File: src/rtl/vga_pkg.sv
// Shared VGA timing constants, widths and the sync bundle type for the frame reader and any overlay block.
package vga_pkg;

  localparam int VGA_H_ACTIVE = 640;
  localparam int VGA_H_FP     = 16;
  localparam int VGA_H_SYNC   = 96;
  localparam int VGA_H_BP     = 48;
  localparam int VGA_V_ACTIVE = 480;
  localparam int VGA_V_FP     = 10;
  localparam int VGA_V_SYNC   = 2;
  localparam int VGA_V_BP     = 33;

  localparam int VGA_H_TOTAL      = VGA_H_ACTIVE + VGA_H_FP + VGA_H_SYNC + VGA_H_BP;
  localparam int VGA_V_TOTAL      = VGA_V_ACTIVE + VGA_V_FP + VGA_V_SYNC + VGA_V_BP;
  localparam int VGA_H_SYNC_START = VGA_H_ACTIVE + VGA_H_FP;
  localparam int VGA_H_SYNC_END   = VGA_H_SYNC_START + VGA_H_SYNC - 1;
  localparam int VGA_V_SYNC_START = VGA_V_ACTIVE + VGA_V_FP;
  localparam int VGA_V_SYNC_END   = VGA_V_SYNC_START + VGA_V_SYNC - 1;

  localparam int VGA_ADDR_W  = 19;
  localparam int COLOR_ID_W  = 8;

  typedef struct packed {
    logic hsync;
    logic vsync;
    logic active;
    logic frame_start;
  } vga_sync_t;

  localparam vga_sync_t VGA_SYNC_IDLE = '{hsync: 1'b1, vsync: 1'b1, active: 1'b0, frame_start: 1'b0};

  function automatic int vga_total(input int active, input int fp, input int sync, input int bp);
    return active + fp + sync + bp;
  endfunction

endpackage

File: src/rtl/vga_timing_gen.sv
// Free-running raster counters with registered hsync/vsync/active/frame-start flags.
// Flags are computed from the next count, so they line up with hcnt/vcnt in the same cycle.
module vga_timing_gen
  import vga_pkg::*;
#(
  parameter int H_ACTIVE    = VGA_H_ACTIVE,
  parameter int H_FP        = VGA_H_FP,
  parameter int H_SYNC      = VGA_H_SYNC,
  parameter int H_BP        = VGA_H_BP,
  parameter int V_ACTIVE    = VGA_V_ACTIVE,
  parameter int V_FP        = VGA_V_FP,
  parameter int V_SYNC      = VGA_V_SYNC,
  parameter int V_BP        = VGA_V_BP,
  parameter int H_CNT_WIDTH = 10,
  parameter int V_CNT_WIDTH = 10
)(
  input  logic                   clk,
  input  logic                   rst,
  output logic [H_CNT_WIDTH-1:0] hcnt,
  output logic [V_CNT_WIDTH-1:0] vcnt,
  output logic                   hsync,
  output logic                   vsync,
  output logic                   active,
  output logic                   frame_start
);

  localparam int H_TOTAL = vga_total(H_ACTIVE, H_FP, H_SYNC, H_BP);
  localparam int V_TOTAL = vga_total(V_ACTIVE, V_FP, V_SYNC, V_BP);

  localparam logic [H_CNT_WIDTH-1:0] H_LAST       = H_CNT_WIDTH'(H_TOTAL - 1);
  localparam logic [H_CNT_WIDTH-1:0] H_VIS        = H_CNT_WIDTH'(H_ACTIVE);
  localparam logic [H_CNT_WIDTH-1:0] H_SYNC_START = H_CNT_WIDTH'(H_ACTIVE + H_FP);
  localparam logic [H_CNT_WIDTH-1:0] H_SYNC_STOP  = H_CNT_WIDTH'(H_ACTIVE + H_FP + H_SYNC);
  localparam logic [V_CNT_WIDTH-1:0] V_LAST       = V_CNT_WIDTH'(V_TOTAL - 1);
  localparam logic [V_CNT_WIDTH-1:0] V_VIS        = V_CNT_WIDTH'(V_ACTIVE);
  localparam logic [V_CNT_WIDTH-1:0] V_SYNC_START = V_CNT_WIDTH'(V_ACTIVE + V_FP);
  localparam logic [V_CNT_WIDTH-1:0] V_SYNC_STOP  = V_CNT_WIDTH'(V_ACTIVE + V_FP + V_SYNC);

  logic [H_CNT_WIDTH-1:0] hcnt_reg, hcnt_next;
  logic [V_CNT_WIDTH-1:0] vcnt_reg, vcnt_next;
  logic                   hsync_reg, vsync_reg, active_reg, frame_start_reg;
  logic                   line_last;

  assign line_last = (hcnt_reg == H_LAST);

  always_comb begin
    hcnt_next = line_last ? '0 : hcnt_reg + 1'b1;
    vcnt_next = vcnt_reg;
    if (line_last)
      vcnt_next = (vcnt_reg == V_LAST) ? '0 : vcnt_reg + 1'b1;
  end

  // Reset parks the counters on the last (blanked) position so the first edge after release lands on (0,0).
  always_ff @(posedge clk or negedge rst) begin
    if (!rst) begin
      hcnt_reg        <= H_LAST;
      vcnt_reg        <= V_LAST;
      hsync_reg       <= 1'b1;
      vsync_reg       <= 1'b1;
      active_reg      <= 1'b0;
      frame_start_reg <= 1'b0;
    end else begin
      hcnt_reg        <= hcnt_next;
      vcnt_reg        <= vcnt_next;
      hsync_reg       <= !((hcnt_next >= H_SYNC_START) && (hcnt_next < H_SYNC_STOP));
      vsync_reg       <= !((vcnt_next >= V_SYNC_START) && (vcnt_next < V_SYNC_STOP));
      active_reg      <= (hcnt_next < H_VIS) && (vcnt_next < V_VIS);
      frame_start_reg <= (hcnt_next == '0) && (vcnt_next == '0);
    end
  end

  assign hcnt        = hcnt_reg;
  assign vcnt        = vcnt_reg;
  assign hsync       = hsync_reg;
  assign vsync       = vsync_reg;
  assign active      = active_reg;
  assign frame_start = frame_start_reg;

endmodule

File: src/rtl/vga_frame_reader.sv
// VGA scan-out: raster address generation, RAM-latency alignment pipeline and registered outputs.
// Optional SUPERPIXEL_GRID_EN overlays a grid colour on every GRID_PITCH-th active row and column.
module vga_frame_reader
  import vga_pkg::*;
#(
  parameter int H_ACTIVE       = VGA_H_ACTIVE,
  parameter int H_FP           = VGA_H_FP,
  parameter int H_SYNC         = VGA_H_SYNC,
  parameter int H_BP           = VGA_H_BP,
  parameter int V_ACTIVE       = VGA_V_ACTIVE,
  parameter int V_FP           = VGA_V_FP,
  parameter int V_SYNC         = VGA_V_SYNC,
  parameter int V_BP           = VGA_V_BP,
  parameter int H_CNT_WIDTH    = 10,
  parameter int V_CNT_WIDTH    = 10,
  parameter int VGA_ADDR_WIDTH = VGA_ADDR_W,
  parameter int COLOR_ID_WIDTH = COLOR_ID_W,
  parameter int RD_LATENCY     = 2
`ifdef SUPERPIXEL_GRID_EN
  ,
  parameter int                        GRID_PITCH = 10,
  parameter logic [COLOR_ID_WIDTH-1:0] GRID_COLOR = 8'hFF
`endif
)(
  input  logic                      clk,
  input  logic                      rst,
  output logic [VGA_ADDR_WIDTH-1:0] oaddr,
  output logic                      ordreq,
  input  logic [COLOR_ID_WIDTH-1:0] idata,
  output logic [COLOR_ID_WIDTH-1:0] ocolor,
  output logic                      ohsync,
  output logic                      ovsync,
  output logic                      oblank,
  output logic                      oframe_start
);

  localparam int H_TOTAL = vga_total(H_ACTIVE, H_FP, H_SYNC, H_BP);
  localparam int V_TOTAL = vga_total(V_ACTIVE, V_FP, V_SYNC, V_BP);

  localparam logic [H_CNT_WIDTH-1:0]    H_LAST   = H_CNT_WIDTH'(H_TOTAL - 1);
  localparam logic [V_CNT_WIDTH-1:0]    V_LAST   = V_CNT_WIDTH'(V_TOTAL - 1);
  localparam logic [VGA_ADDR_WIDTH-1:0] ADDR_MAX = VGA_ADDR_WIDTH'(H_ACTIVE * V_ACTIVE - 1);

  logic [H_CNT_WIDTH-1:0] hcnt;
  logic [V_CNT_WIDTH-1:0] vcnt;
  logic                   t_hsync, t_vsync, t_active, t_frame_start;
  logic                   frame_last;
  vga_sync_t              raw_sync, sync_d;

  vga_timing_gen #(
    .H_ACTIVE    (H_ACTIVE),
    .H_FP        (H_FP),
    .H_SYNC      (H_SYNC),
    .H_BP        (H_BP),
    .V_ACTIVE    (V_ACTIVE),
    .V_FP        (V_FP),
    .V_SYNC      (V_SYNC),
    .V_BP        (V_BP),
    .H_CNT_WIDTH (H_CNT_WIDTH),
    .V_CNT_WIDTH (V_CNT_WIDTH)
  ) u_timing (
    .clk         (clk),
    .rst         (rst),
    .hcnt        (hcnt),
    .vcnt        (vcnt),
    .hsync       (t_hsync),
    .vsync       (t_vsync),
    .active      (t_active),
    .frame_start (t_frame_start)
  );

  assign frame_last = (hcnt == H_LAST) && (vcnt == V_LAST);
  assign raw_sync   = '{hsync: t_hsync, vsync: t_vsync, active: t_active, frame_start: t_frame_start};

  // Running raster address: holds at ADDR_MAX after the last visible pixel until the frame wraps.
  logic [VGA_ADDR_WIDTH-1:0] addr_reg;

  always_ff @(posedge clk or negedge rst) begin
    if (!rst)
      addr_reg <= '0;
    else if (frame_last)
      addr_reg <= '0;
    else if (t_active && (addr_reg != ADDR_MAX))
      addr_reg <= addr_reg + 1'b1;
  end

  assign oaddr  = addr_reg;
  assign ordreq = t_active;

  genvar gi;
  generate
    for (gi = 0; gi < RD_LATENCY; gi++) begin : g_align
      vga_sync_t stage_reg;
      if (gi == 0) begin : g_head
        always_ff @(posedge clk or negedge rst) begin
          if (!rst) stage_reg <= VGA_SYNC_IDLE;
          else      stage_reg <= raw_sync;
        end
      end else begin : g_tail
        always_ff @(posedge clk or negedge rst) begin
          if (!rst) stage_reg <= VGA_SYNC_IDLE;
          else      stage_reg <= g_align[gi-1].stage_reg;
        end
      end
    end
  endgenerate

  assign sync_d = g_align[RD_LATENCY-1].stage_reg;

  logic [COLOR_ID_WIDTH-1:0] pix_color;

`ifdef SUPERPIXEL_GRID_EN
  localparam int GW = (GRID_PITCH > 1) ? $clog2(GRID_PITCH) : 1;
  localparam logic [GW-1:0] G_LAST = GW'(GRID_PITCH - 1);

  // x%GRID_PITCH and y%GRID_PITCH tracked by wrapping counters that stay in step with hcnt/vcnt.
  logic [GW-1:0] gx_reg, gy_reg;
  logic          grid_now, grid_d;

  always_ff @(posedge clk or negedge rst) begin
    if (!rst) begin
      gx_reg <= '0;
      gy_reg <= '0;
    end else if (hcnt == H_LAST) begin
      gx_reg <= '0;
      if (frame_last)          gy_reg <= '0;
      else if (gy_reg == G_LAST) gy_reg <= '0;
      else                     gy_reg <= gy_reg + 1'b1;
    end else begin
      gx_reg <= (gx_reg == G_LAST) ? '0 : gx_reg + 1'b1;
    end
  end

  assign grid_now = (gx_reg == '0) || (gy_reg == '0);

  for (gi = 0; gi < RD_LATENCY; gi++) begin : g_grid
    logic bit_reg;
    if (gi == 0) begin : g_head
      always_ff @(posedge clk or negedge rst) begin
        if (!rst) bit_reg <= 1'b0;
        else      bit_reg <= grid_now;
      end
    end else begin : g_tail
      always_ff @(posedge clk or negedge rst) begin
        if (!rst) bit_reg <= 1'b0;
        else      bit_reg <= g_grid[gi-1].bit_reg;
      end
    end
  end

  assign grid_d    = g_grid[RD_LATENCY-1].bit_reg;
  assign pix_color = grid_d ? GRID_COLOR : idata;
`else
  assign pix_color = idata;
`endif

  logic [COLOR_ID_WIDTH-1:0] ocolor_reg;
  logic                      ohsync_reg, ovsync_reg, oblank_reg, oframe_start_reg;

  always_ff @(posedge clk or negedge rst) begin
    if (!rst) begin
      ocolor_reg       <= '0;
      ohsync_reg       <= 1'b1;
      ovsync_reg       <= 1'b1;
      oblank_reg       <= 1'b1;
      oframe_start_reg <= 1'b0;
    end else begin
      ocolor_reg       <= sync_d.active ? pix_color : '0;
      ohsync_reg       <= sync_d.hsync;
      ovsync_reg       <= sync_d.vsync;
      oblank_reg       <= !sync_d.active;
      oframe_start_reg <= sync_d.frame_start;
    end
  end

  assign ocolor       = ocolor_reg;
  assign ohsync       = ohsync_reg;
  assign ovsync       = ovsync_reg;
  assign oblank       = oblank_reg;
  assign oframe_start = oframe_start_reg;

endmodule

File: config.mk
export PLATFORM = sky130hd
export DESIGN_NAME = vga_frame_reader
export DESIGN_NICKNAME = d
export VERILOG_FILES = /design/src/rtl/vga_pkg.sv /design/src/rtl/vga_timing_gen.sv /design/src/rtl/vga_frame_reader.sv
export SDC_FILE = /design/constraint.sdc
export NUM_CORES = 1
export LEC_CHECK = 0
export CORE_AREA = 3 3 100 73
export CTS_BUF_LIST = sky130_fd_sc_hd__clkbuf_8
export DETAILED_ROUTE_END_ITERATION = 6
export DIE_AREA = 0 0 103 76
export HOLD_SLACK_MARGIN = 0.06
export PLACE_DENSITY = 0.68
export SLEW_MARGIN = 20
export SYNTH_ARGS = -nofsm -noshare
export SYNTH_HDL_FRONTEND = slang
export SYNTH_SLANG_ARGS = --single-unit
File: constraint.sdc
create_clock -name clk -period 5.21 [get_ports clk]
set_clock_uncertainty 0.2 [all_clocks]
set_input_delay 0.521 -clock clk [delete_from_list [all_inputs] [get_ports clk]]
set_output_delay 0.521 -clock clk [all_outputs]
set_load 0.02 [all_outputs]
==> impl_metrics.csv <==
group,metric,value,unit
clock_tree,cts_setup_buffers,0,
worst_setup_path,end_kind,"flip-flop",
clock_tree,cts_max_level,3,
die,start_util,46.69,%
logic_synthesis,ys_seq_area_share,54.36,%
detailed_routing,avgViaCountPerCell,5.222,
placement,place.gp.congestion,0.8405,
clock_tree,tritoncts,"yes",
worst_setup_path,crit_family,"simple AND/OR/NAND/NOR gates",
run,drv_cap,0,
timing,period_share,63.07,%
finish,largest_reg_flops,19,
logic_synthesis,synth.avg_cell_area,10.63,um^2
timing,slew_violations,0,
grt,grt_pass1_wl,10060,um
detailed_routing,dr_total_vias,2094,
worst_setup_path,slowest_stage,"nor3_2",
detailed_routing,drtIter0Drc,131,
grt,grt_overflow,0,
pwr,leakage,1.491,nW
timing,clock.fmax,304.3,MHz
clock_tree,path_clk_slew,0.07,ns
clock_tree,cts-root-buf,"clkbuf_8",
worst_setup_path,cp.arrival,3.35,ns
clock_tree,ctsHoldBuffers,0,
detailed_routing,routed_wl,5795,um
finish,finish.utilization,57.32,%
timing,setup_violations,0,
logic_synthesis,async_reset_ff_share,100.0,%
clock_tree,cts_sinks,63,
clock_tree,clock_latency,0.34,ns
logic_synthesis,synthCells,277,
clock_tree,cts_buffers,9,
detailed_routing,wl_per_cell,14.45,um
detailed_routing,drc,0,
grt,grt_pass1_vias,1999,
timing,rsz0062_at_grt,"no",
detailed_routing,antenna_left,0,
worst_setup_path,r2r_cells,7,
logic_synthesis,yosysUniqueCellTypes,51,
logic_synthesis,ys_seq_elements,63,
logic_synthesis,synth_nets,291,
logic_synthesis,synth_flop_cell,"dfrtp_1",
placement,hpwl,4048,um
die,io_pins,42,
worst_setup_path,required,5.27,ns
clock_tree,cts_resized,0,
timing,hold_viol,0,
die,core,0.006306,mm^2
die,die_y,76,um
worst_setup_path,startpoint_type,"flip-flop",
worst_setup_path,cpPeakStageDelay,0.65,ns
status,status,"complete, no violations",
grt,track_usage,16.52,%
logic_synthesis,synth_edf_count,0,
worst_setup_path,path_max_fanout,20,
logic_synthesis,yosysWarnings,0,
timing,fin_tns_setup,0,ns
finish,drive_gt1_share,14.86,%
detailed_routing,dr.pass1.iters,4,
grt,grt_max_degree,64,
clock_tree,clk_path_buf_depth,2,
finish,layout_commonest_cell,"dfrtp_1",
finish,areaGrowthSynthToFinish,22.78,%
timing,relSlewSlack,49.39,%
timing,holdWs,0.1369,ns
worst_setup_path,cp_num_buf_inv,0,
worst_setup_path,critical_path_class,"reg -> reg",
worst_setup_path,crit_chain,"ha_1 -> nand4_1 -> nor3_2 -> and2_2 -> nor3_1 -> nand2b_1 -> or3_1",
die,die_w,103,um
finish,n_antenna_cell,0,
finish,final_nets,332,
placement,port-buffer-count,41,
grt,antenna_found_initial,0,
pwr,ir_drop,0.1565,mV
timing,period_minus_slack,3.286,ns
pwr,total_power,0.9533,mW
die,num_rows,24,
hold_path,hold_class,"in -> async",
pwr,cellPowerDensity,263.7,mW/mm^2
worst_setup_path,cp_num_cells,7,
finish,layout_common_cells,"dfrtp_1 (44), clkdlybuf4s50_1 (40), nor2_1 (29)",
timing,worstMarginPinSlew,0.7591,ns
logic_synthesis,syn_area,0.002944,mm^2
die,dieArea,0.007828,mm^2
-- cell usage after synthesis (2+ instances only) --
| cell | instances | share of area, % |
|---|---|---|
| o31a_1 | 2 | 0.60 |
| a211oi_1 | 2 | 0.51 |
| buf_2 | 3 | 0.51 |
| nand2b_1 | 5 | 1.1 |
| nor3_1 | 5 | 0.85 |
| and3_1 | 8 | 1.7 |
| mux2i_1 | 3 | 1.0 |
| clkbuf_1 | 8 | 1.0 |
| nor3_2 | 2 | 0.68 |
| nor2_1 | 29 | 3.7 |
| xor2_1 | 19 | 5.7 |
| xnor2_1 | 12 | 3.6 |
| and2_1 | 11 | 2.3 |
| nor4_1 | 2 | 0.42 |
| nand2_1 | 21 | 2.7 |
| and4_1 | 3 | 0.89 |
| dfstp_2 | 19 | 17 |
| o21ai_0 | 10 | 1.7 |
| a21oi_1 | 3 | 0.51 |
| inv_1 | 6 | 0.76 |
| or3_1 | 4 | 0.85 |
| nand3_1 | 10 | 1.7 |
| nand4_1 | 13 | 2.8 |
| ha_1 | 4 | 1.7 |
| dfrtp_1 | 44 | 37 |
| a31oi_1 | 4 | 0.85 |
-- cell type report --
type                            count  area, um^2
Clock buffer                       10       137.6
Clock inverter                      6       67.56
Fill cell                         552        2691
Inverter                            6       22.52
Multi-Input combinational cell    196        1276
Sequential cell                    63        1600
Tap cell                           78       97.59
Timing Repair Buffer               42       412.9
-- cells by family after synthesis --
family / share of synthesized area (%)
AND/OR/NAND/NOR: 24.14
multiplexers: 1.402
adder cells (fa/ha/maj): 1.700
buffers and inverters: 2.422
AO/OA/AOI/OAI: 6.758
flip-flops: 54.36
XOR/XNOR: 9.222
-- worst register-to-register path: cells and delay by family (launching register included) --
| kind | cells | cell delay (ns) |
|---|---|---|
| adder cells (fa/ha/maj) | 1 | 0.24 |
| AND/OR/NAND/NOR | 6 | 2.20 |
| flip-flops | 1 | 0.56 |
-- final timing paths --
path | to | slack (ns) | startpoint
min in group clk | g_align[1].stage_reg[0]$_DFF_PN0_ | 0.15 | g_align[0].stage_reg[0]$_DFF_PN0_
max in group asynchronous | oaddr[2]$_DFFE_PN0P_ | 4.18 | rst
hold reg to reg | g_align[1].stage_reg[0]$_DFF_PN0_ | 0.15 | g_align[0].stage_reg[0]$_DFF_PN0_
hold / removal | oframe_start$_DFF_PN0_ | 0.14 | rst
setup / recovery | u_timing.vsync$_DFF_PN1_ | 1.92 | u_timing.hcnt[0]$_DFF_PN1_
setup reg to reg | u_timing.vsync$_DFF_PN1_ | 1.92 | u_timing.hcnt[0]$_DFF_PN1_
-- power by group --
group / internal, mW / leakage (nW) / switching (mW)
registers: 0.493 / 0.764 / 0.000687
logic: 0.0127 / 0.628 / 0.0154
clock network: 0.235 / 0.0989 / 0.197
-- through the flow --
step,setup WS (ns),instances,instance area [um^2]
2_1_floorplan,2.449,277,2944
4_1_cts,1.940,401,3611
3_3_place_gp,2.004,385,3406
3_5_place_dp,1.967,385,3406
6_report,1.924,401,3615
5_1_grt,1.627,401,3615
-- per-layer routing --
metal | routed length [um] | up-vias | track usage, %
met2 | 2248 | 59 | 20.74
met1 | 3088 | 980 | 25.77
met3 | 368 | 7 | 5.398
met5 | 0 | - | 0
met4 | 90 | 0 | 6.598
li1 | - | 1048 | -
(Power assumes the default switching activity.)
